### src/rtl/pipe_stage_reg_pkg.sv
// Shared pipeline definitions: NOP encoding and IF/ID payload layout.
// Every stage slices out_data through these offsets.
package pipe_pkg;

  localparam logic [31:0] ZERO_WORD = 32'h0000_0000;
  // sll $0,$0,0 is the all-zero word, so a zero payload is a MIPS NOP.
  localparam logic [31:0] NOP_INSTR = ZERO_WORD;

  localparam int PL_INSTR_LSB = 0;
  localparam int PL_PC_LSB    = 32;
  localparam int IFID_W       = 64;

  function automatic logic [IFID_W-1:0] make_ifid(input logic [31:0] pc,
                                                  input logic [31:0] instr);
    logic [IFID_W-1:0] w;
    w = '0;
    w[PL_PC_LSB +: 32]    = pc;
    w[PL_INSTR_LSB +: 32] = instr;
    return w;
  endfunction

endpackage

### src/rtl/pipe_stage_reg_if.sv
// Upstream/downstream handshake bundle of one pipeline-boundary register.
// The stage itself takes the slave view; the surrounding pipeline takes master.
interface pipe_stage_reg_if #(
  parameter int DATA_W = 64
);

  logic              in_valid;
  logic [DATA_W-1:0] in_data;
  logic              in_ready;
  logic              stall;
  logic              flush;
  logic              out_valid;
  logic [DATA_W-1:0] out_data;

  modport master (
    output in_valid, in_data, stall, flush,
    input  in_ready, out_valid, out_data
  );

  modport slave (
    input  in_valid, in_data, stall, flush,
    output in_ready, out_valid, out_data
  );

endinterface

### src/rtl/pipe_stage_reg_sat_counter.sv
// Width-parametrised up-counter that sticks at all-ones instead of wrapping.
module sat_counter #(
  parameter int W = 16
) (
  input  logic         clock,
  input  logic         reset,
  input  logic         en,
  output logic [W-1:0] count
);

  always_ff @(posedge clock or posedge reset) begin
    if (reset) begin
      count <= '0;
    end else if (en && (count != {W{1'b1}})) begin
      count <= count + W'(1);
    end
  end

endmodule

### src/rtl/pipe_stage_reg.sv
// Pipeline-boundary register with flush bubble, optional one-entry skid
// buffer and a saturating count of stalled cycles.
module pipe_stage_reg
  import pipe_pkg::*;
#(
  parameter int                DATA_W    = IFID_W,
  parameter logic [DATA_W-1:0] FLUSH_VAL = '0,
  parameter int                SKID_EN   = 1,
  parameter int                CNT_W     = 16
) (
  input  logic             clock,
  input  logic             reset,
  pipe_stage_reg_if.slave  link,
  output logic [CNT_W-1:0] stall_cnt
);

  logic              held_valid;
  logic [DATA_W-1:0] held_data;
  logic              skid_valid;
  logic [DATA_W-1:0] skid_data;
  logic              hold;

  // A stalled bubble is not a hold: the empty slot is refilled regardless.
  assign hold = link.stall & held_valid;

  generate
    if (SKID_EN != 0) begin : g_skid
      always_ff @(posedge clock or posedge reset) begin
        if (reset) begin
          skid_valid <= 1'b0;
          skid_data  <= FLUSH_VAL;
        end else if (link.flush) begin
          skid_valid <= 1'b0;
        end else if (!hold) begin
          skid_valid <= 1'b0;
        end else if (link.in_valid && !skid_valid) begin
          skid_valid <= 1'b1;
          skid_data  <= link.in_data;
        end
      end

      assign link.in_ready = !skid_valid;
    end else begin : g_no_skid
      assign skid_valid    = 1'b0;
      assign skid_data     = FLUSH_VAL;
      assign link.in_ready = !link.stall | !held_valid;
    end
  endgenerate

  // A pending skid word always leaves before anything new, preserving order.
  always_ff @(posedge clock or posedge reset) begin
    if (reset) begin
      held_valid <= 1'b0;
      held_data  <= FLUSH_VAL;
    end else if (link.flush) begin
      held_valid <= 1'b0;
      held_data  <= FLUSH_VAL;
    end else if (!hold) begin
      if (skid_valid) begin
        held_valid <= 1'b1;
        held_data  <= skid_data;
      end else begin
        held_valid <= link.in_valid;
        held_data  <= link.in_data;
      end
    end
  end

  assign link.out_valid = held_valid;
  assign link.out_data  = held_data;

  // Flush wins over a simultaneous stall, so that edge is not counted.
  sat_counter #(
    .W (CNT_W)
  ) u_stall_cnt (
    .clock (clock),
    .reset (reset),
    .en    (hold & !link.flush),
    .count (stall_cnt)
  );

endmodule

### src/flat_wrapper.sv
// flat-port wrapper written by rule: the top's interface ports become plain ports
module pipe_stage_reg_flat import pipe_pkg::*;
#(
  parameter int                DATA_W    = IFID_W,
  parameter logic [DATA_W-1:0] FLUSH_VAL = '0,
  parameter int                SKID_EN   = 1,
  parameter int                CNT_W     = 16
)
  (clock, reset, stall_cnt, link_in_valid, link_in_data, link_stall, link_flush, link_in_ready, link_out_valid, link_out_data);
  pipe_stage_reg_if #(.DATA_W(DATA_W)) link_i ();
  input  logic clock;
  input  logic reset;
  output logic [CNT_W-1:0] stall_cnt;
  input wire logic [$bits(link_i.in_valid)-1:0] link_in_valid;
  input wire logic [$bits(link_i.in_data)-1:0] link_in_data;
  input wire logic [$bits(link_i.stall)-1:0] link_stall;
  input wire logic [$bits(link_i.flush)-1:0] link_flush;
  output wire logic [$bits(link_i.in_ready)-1:0] link_in_ready;
  output wire logic [$bits(link_i.out_valid)-1:0] link_out_valid;
  output wire logic [$bits(link_i.out_data)-1:0] link_out_data;
  assign link_i.in_valid = link_in_valid;
  assign link_i.in_data = link_in_data;
  assign link_i.stall = link_stall;
  assign link_i.flush = link_flush;
  assign link_in_ready = link_i.in_ready;
  assign link_out_valid = link_i.out_valid;
  assign link_out_data = link_i.out_data;
  pipe_stage_reg #(.DATA_W(DATA_W), .FLUSH_VAL(FLUSH_VAL), .SKID_EN(SKID_EN), .CNT_W(CNT_W)) u_core (.clock(clock), .reset(reset), .link(link_i), .stall_cnt(stall_cnt));
endmodule
### config.mk
export PLATFORM = sky130hd
export DESIGN_NAME = pipe_stage_reg_flat
export DESIGN_NICKNAME = d
export VERILOG_FILES = /design/src/rtl/pipe_stage_reg_pkg.sv /design/src/rtl/pipe_stage_reg_if.sv /design/src/rtl/pipe_stage_reg_sat_counter.sv /design/src/rtl/pipe_stage_reg.sv /design/src/flat_wrapper.sv
export SDC_FILE = /design/constraint.sdc
export NUM_CORES = 1
export LEC_CHECK = 0
export CAP_MARGIN = 20
export CORE_MARGIN = 4
export CORE_UTILIZATION = 40
export CTS_CLUSTER_SIZE = 30
export DETAILED_ROUTE_END_ITERATION = 6
export PLACE_DENSITY = 0.67
export SETUP_SLACK_MARGIN = 0.15
export SLEW_MARGIN = 20
export SYNTH_ARGS = -nofsm -noshare
export SYNTH_HDL_FRONTEND = slang
export SYNTH_SLANG_ARGS = --single-unit
export TNS_END_PERCENT = 5
### constraint.sdc
create_clock -name clock -period 13.3 [get_ports clock]
set_input_delay 1.33 -clock clock [delete_from_list [all_inputs] [get_ports clock]]
set_output_delay 1.33 -clock clock [all_outputs]
set_load 0.005 [all_outputs]
==> key figures, run 1 <==
Synth
  • Syn_area_per_cell: 12.41 µm²
  • Top_reg_cell synth: dfrtp_1
  • Cells after Synth: 497
  • Ys async rst share: 1.000
  • Register bit total from synthesis: 146
  • EDFF count, synth: 0
  • Synth top area cells: dfrtp_1, mux2_2, mux2i_1, o21ai_0, nand2_1
  • Count of different cell masters after synthesis: 34
  • Leading area contributor after synthesis: dfrtp_1
  • Sequential area share after synthesis: 0.5924
  • Syn Nets: 567
  • Synthesized area: 6167 µm²
  • Top cell type's share of synthesized area: 0.5924
  • YS warnings: 0

Critical path
  • Critical Path AT: 4.17 ns
  • R2R Path End: u_core.skid_data[45]
  • Reg-to-Reg Start: u_core.link.out_valid
  • Kind of critical path: primary input to register
  • Crit path required time: 13.58 ns
  • Critical Path Fanout Max: 70
  • Register-to-Register Path Depth: 4
  • CP endpoint kind: register
  • Crit path launch type: primary input
  • Internal reg-to-reg setup slack: 10.48 ns

STA
  • Unrepaired setup endpoints after global routing: false
  • Final Hold Viols: 0
  • Min Tclk post-route: 3.884 ns
  • Worst Slack Setup Final: 9.416 ns
  • Slew Limit Fails: 0
  • Final setup fails: 0
  • TNS Setup: 0 ns
  • Clk_skew: 0.006108 ns
  • Max Fclk: 257.4 MHz
  • Worst-Margin Slew: 0.9638 ns
  • Fin crit share: 0.2921
  • Slew HR: 0.3574

Power
  • Peak supply drop: 0.08097 mV
  • P_leak: 0.003513 µW
  • Cell Pwr Density: 146.7 nW/µm²

Finish
  • Most common cell after layout, fill and taps aside: clkdlybuf4s50_1
  • Share of layout cells above drive strength 1: 0.1682
  • Nets: 712
  • Antenna diodes: 0
  • Commonest non-fill, non-tap cells in the layout: clkdlybuf4s50_1, dfrtp_1, nand2_1
  • Area grow syn2layout: 37.76%

Detailed routing
  • Post-DRT Antenna Nets: 0
  • Starting DRT DRC Count: 247
  • Post-Route WL: 14120 µm
  • Drt drc: 0
  • Routed WL per cell: 16.77 µm
  • Vias per cell: 5.140
  • Vias: 4328
  • Detailed Routing Iterations Pass 1: 5

Floorplanning
  • Core Region: 15150 µm²
  • Chip width: 132.2 µm
  • Die Y: 132.2 µm
  • Die area: 17470 µm²
  • Site Rows: 45
  • Io pins: 151
  • Starting Density: 0.4072

Clock tree
  • # hold bufs at CTS: 0
  • Post-cts sizing count: 0
  • Total clock sinks: 146
  • CTS tree: yes
  • Root buffer cell: clkbuf_16
  • Number of setup buffers added after CTS: 0
  • Reg clk slew, reported paths: 0.06 ns
  • Clk_lat worst skew: 0.40 ns
  • CTS max path bufs: 2
  • H-tree levels: 4
  • CTS Buf Count: 17

Global routing
  • First-pass GRT wire length: 23100 µm
  • Vias in the first global route: 4640
  • M2 GR Usage: 0.2808
  • Global routing's busiest layer: met2
  • Met1 Use GR: 0.1968
  • Gr usage total: 0.1639
  • Routing usage on met3: 0.04542
  • Largest net degree at the start of global routing: 105
  • Gr ovfl total: 0
  • Initial antenna violation count: 0

Worst hold path
  • Min-Delay Endpoint: u_core.link.out_data[4]
  • Hold Path Class: register to register
  • Hold Crit Depth: 2
  • Hold Startpoint: u_core.link.out_data[4]

Place
  • # port buffers: 150
  • Worst slack, placed: 8.968 ns
  • Global placement routability congestion: 0.7857
  • HPWL after DPL: 8982 µm

Outcome
  • Outcome: finished clean

Job
  • Max-cap violations: 0
-- how the worst max path moves through the flow --
stage               slack [ns]  cells past startpoint                 endpoint  startpoint
finish                    9.42                      5     u_core.skid_data[45]  link_stall
global route              9.23                      5     u_core.skid_data[45]  link_flush
CTS                       9.38                      5     u_core.skid_data[45]  link_flush
detailed placement        8.97                      5     u_core.skid_data[45]  link_flush
global placement          9.02                      5     u_core.skid_data[28]  link_flush
floorplan                 8.05                      1  u_core.link.out_data[0]       reset
-- final cells by class --
class / count / area [µm²]
tap: 188 / 235.2
sequential: 146 / 3657
multi-input combinational: 320 / 2394
fill: 1263 / 6650
clock inverter: 10 / 181.4
inverter: 3 / 16.27
timing repair buffer: 154 / 1551
clock buffer: 21 / 460.4
-- report_power, final --
part	internal (µW)	switching [µW]	leakage [µW]	total, µW
Clock	341	174	0.000313	515
Combinational	108	62.2	0.00134	170
Sequential	517	44.7	0.00186	561
Total	965	281	0.00351	1250
-- layer usage --
layer  up-vias  part of all wire  routed length (µm)
li1       2035                 -                   -
met1      2158              0.44                6192
met2       116              0.50                6995
met3        19             0.049                 687
met4         0             0.017                 246
met5         -                 0                   0
-- cells by family after synthesis --
kind of cell	share of synthesized area
buffers and inverters	0.02211
flip-flops	0.5924
XOR/XNOR	0.01684
AND/OR/NAND/NOR	0.08237
AO/OA/AOI/OAI	0.05803
multiplexers	0.2262
adder cells (fa/ha/maj)	0.002028
-- synth_stat cells, types with 3 or more instances --
master    count
buf_1         4
buf_2        13
clkbuf_1     10
dfrtp_1     146
inv_1         3
mux2_2       67
mux2i_1      64
nand2_1      69
nand3_1       6
nor2_1        8
nor3_1        7
o21ai_0      65
xor2_1       10
-- metrics by stage --
step | area [µm²] | total power (µW) | hold WS, ns | utilization | cells
final | 8496 | 1246 | 0.4823 | 0.5609 | 842
after global routing | 8496 | 1302 | 0.5046 | 0.5609 | 842
after CTS | 8462 | 1262 | 0.4868 | 0.5587 | 841
after detailed placement | 7820 | 740.2 | 0.4734 | 0.5163 | 810
after global placement | 7820 | 729.6 | 0.4640 | 0.5163 | 810
after floorplan | 6167 | 646.9 | 0.4733 | - | 497
-- flip-flops by register name, indices dropped and copies added (netlist names) --
name,flops
u_core.link.out_data,64
u_core.skid_valid,1
u_core.u_stall_cnt.count,16
u_core.skid_data,64
u_core.link.out_valid,1
-- critical path, cell delays in order --
cell,delay [ns]
clkdlybuf4s50_1,0.52
and3b_2,0.20
buf_4,0.62
nand3_4,0.83
mux2_2,0.60
Power figures use the tool's default switching activity.
==> run 2: changes to the inputs <==
==> constraint.sdc (replaced) <==
create_clock -name clock -period 3.85 [get_ports clock]
set_input_delay 0.385 -clock clock [delete_from_list [all_inputs] [get_ports clock]]
set_output_delay 0.385 -clock clock [all_outputs]
set_load 0.005 [all_outputs]
==> run 2 against run 1 <==
Register-to-register slack worse by 8.9 ns; clock power grew to 3.2 times the previous value; critical path depth is 2 lower; highest routed layer unchanged; largest power group unchanged; via count is 0.39% lower.
==> key figures, run 2 (synthesized netlist as in run 1, its figures left out) <==
Critical path
  • R2R Path End: u_core.skid_data[35]
  • Critical Path AT: 2.59 ns
  • Reg-to-Reg Start: u_core.skid_valid
  • Kind of critical path: register to register
  • Internal reg-to-reg setup slack: 1.55 ns
  • Crit path launch type: register
  • Crit path required time: 4.14 ns
  • Critical Path Fanout Max: 64
  • Register-to-Register Path Depth: 3
  • CP endpoint kind: register

Power
  • Peak supply drop: 0.2865 mV
  • Cell Pwr Density: 491.5 nW/µm²
  • P_leak: 0.003502 µW

STA
  • Max Fclk: 435.2 MHz
  • Worst-Margin Slew: 0.9539 ns
  • Slew HR: 0.3641
  • Final setup fails: 0
  • Fin crit share: 0.5969
  • Unrepaired setup endpoints after global routing: false
  • Clk_skew: 0.006885 ns
  • Slew Limit Fails: 0
  • Final Hold Viols: 0
  • Min Tclk post-route: 2.298 ns
  • TNS Setup: 0 ns
  • WHS: 0.2955 ns

Place
  • HPWL after DPL: 9135 µm
  • Placed Area: 7859 µm²
  • Global placement routability congestion: 0.7642
  • # port buffers: 150

Finish
  • Nets: 714
  • Cell area after layout: 8477 µm²
  • Fillers: 1264
  • Area grow syn2layout: 37.45%
  • Antenna diodes: 0
  • Commonest non-fill, non-tap cells in the layout: clkdlybuf4s50_1, dfrtp_1, nand2_1
  • Most common cell after layout, fill and taps aside: clkdlybuf4s50_1
  • Share of layout cells above drive strength 1: 0.1720

Detailed routing
  • Post-DRT Antenna Nets: 0
  • Drt drc: 0
  • Detailed Routing Iterations Pass 1: 6
  • Starting DRT DRC Count: 214
  • Post-Route WL: 14070 µm
  • Vias: 4311
  • Routed WL per cell: 16.65 µm
  • Vias per cell: 5.102

Worst hold path
  • Hold Path Class: primary input to asynchronous set/reset pin

Global routing
  • First-pass GRT wire length: 23860 µm
  • Initial antenna violation count: 0
  • Gr usage total: 0.1698
  • Vias in the first global route: 4675
  • Largest net degree at the start of global routing: 65
  • Gr ovfl total: 0

Clock tree
  • CTS max path bufs: 2
  • CTS Buf Count: 17
  • Post-cts sizing count: 0
  • Reg clk slew, reported paths: 0.06 ns
  • CTS tree: yes
  • Clk_lat worst skew: 0.42 ns
  • H-tree levels: 4
  • Total clock sinks: 146
  • Number of setup buffers added after CTS: 0
  • Root buffer cell: clkbuf_16
  • # hold bufs at CTS: 0

Outcome
  • Outcome: finished clean

Floorplanning
  • Die area: 17470 µm²
  • Die Y: 132.2 µm
  • Io pins: 151
  • Chip width: 132.2 µm
  • Site Rows: 45
  • Starting Density: 0.4072
  • Core Region: 15150 µm²

Job
  • Max-cap violations: 0
run 2: worst max-delay path: stages, from the launching register on:
cell and delay [ns]:
dfrtp_4 0.67, inv_1 0.20, nand3_4 0.70, mux2_2 0.57
run 2: per-layer routing:
layer  up-vias  share of wire  global-route usage
met5         -              0                   0
met4         0          0.021             0.06409
met3        22          0.052             0.05725
met2       110           0.49              0.2819
met1      2143           0.43              0.2061
li1       2036              -                   -
run 2: worst max-delay path by stage:
stage | cells past startpoint | from | endpoint | slack [ns]
final | 3 | u_core.skid_valid | u_core.skid_data[35] | 1.55
after global routing | 3 | u_core.skid_valid | u_core.skid_data[35] | 1.40
after CTS | 3 | u_core.skid_valid | u_core.skid_data[35] | 1.49
after detailed placement | 4 | link_flush | u_core.skid_data[46] | 1.23
after global placement | 4 | link_flush | u_core.skid_data[36] | 1.24
after floorplan | 1 | reset | u_core.link.out_data[0] | 1.63
run 2: cell type report:
cell class | instances | area (µm²) | area share
flip-flops and latches | 146 | 3657 | 0.4314
multi-input cells | 320 | 2394 | 0.2824
repair buffers | 156 | 1584 | 0.1869
clock buffers | 23 | 488.0 | 0.05756
well taps | 188 | 235.2 | 0.02775
clock inverters | 9 | 103.9 | 0.01225
inverters | 3 | 15.01 | 0.001771
run 2: power breakdown:
part,switching [µW],internal (µW)
Sequential,155,1780
Clock,622,1020
Combinational,209,376
Total,986,3180
run 2: per-stage QoR:
stage / total power [µW] / instances / util / setup WS, ns
final: 4166 / 845 / 0.5597 / 1.552
after global routing: 4376 / 845 / 0.5597 / 1.402
after CTS: 4206 / 844 / 0.5580 / 1.486
after detailed placement: 2557 / 812 / 0.5189 / 1.231
after global placement: 2524 / 812 / 0.5189 / 1.239
after floorplan: 2235 / 497 / - / 1.632
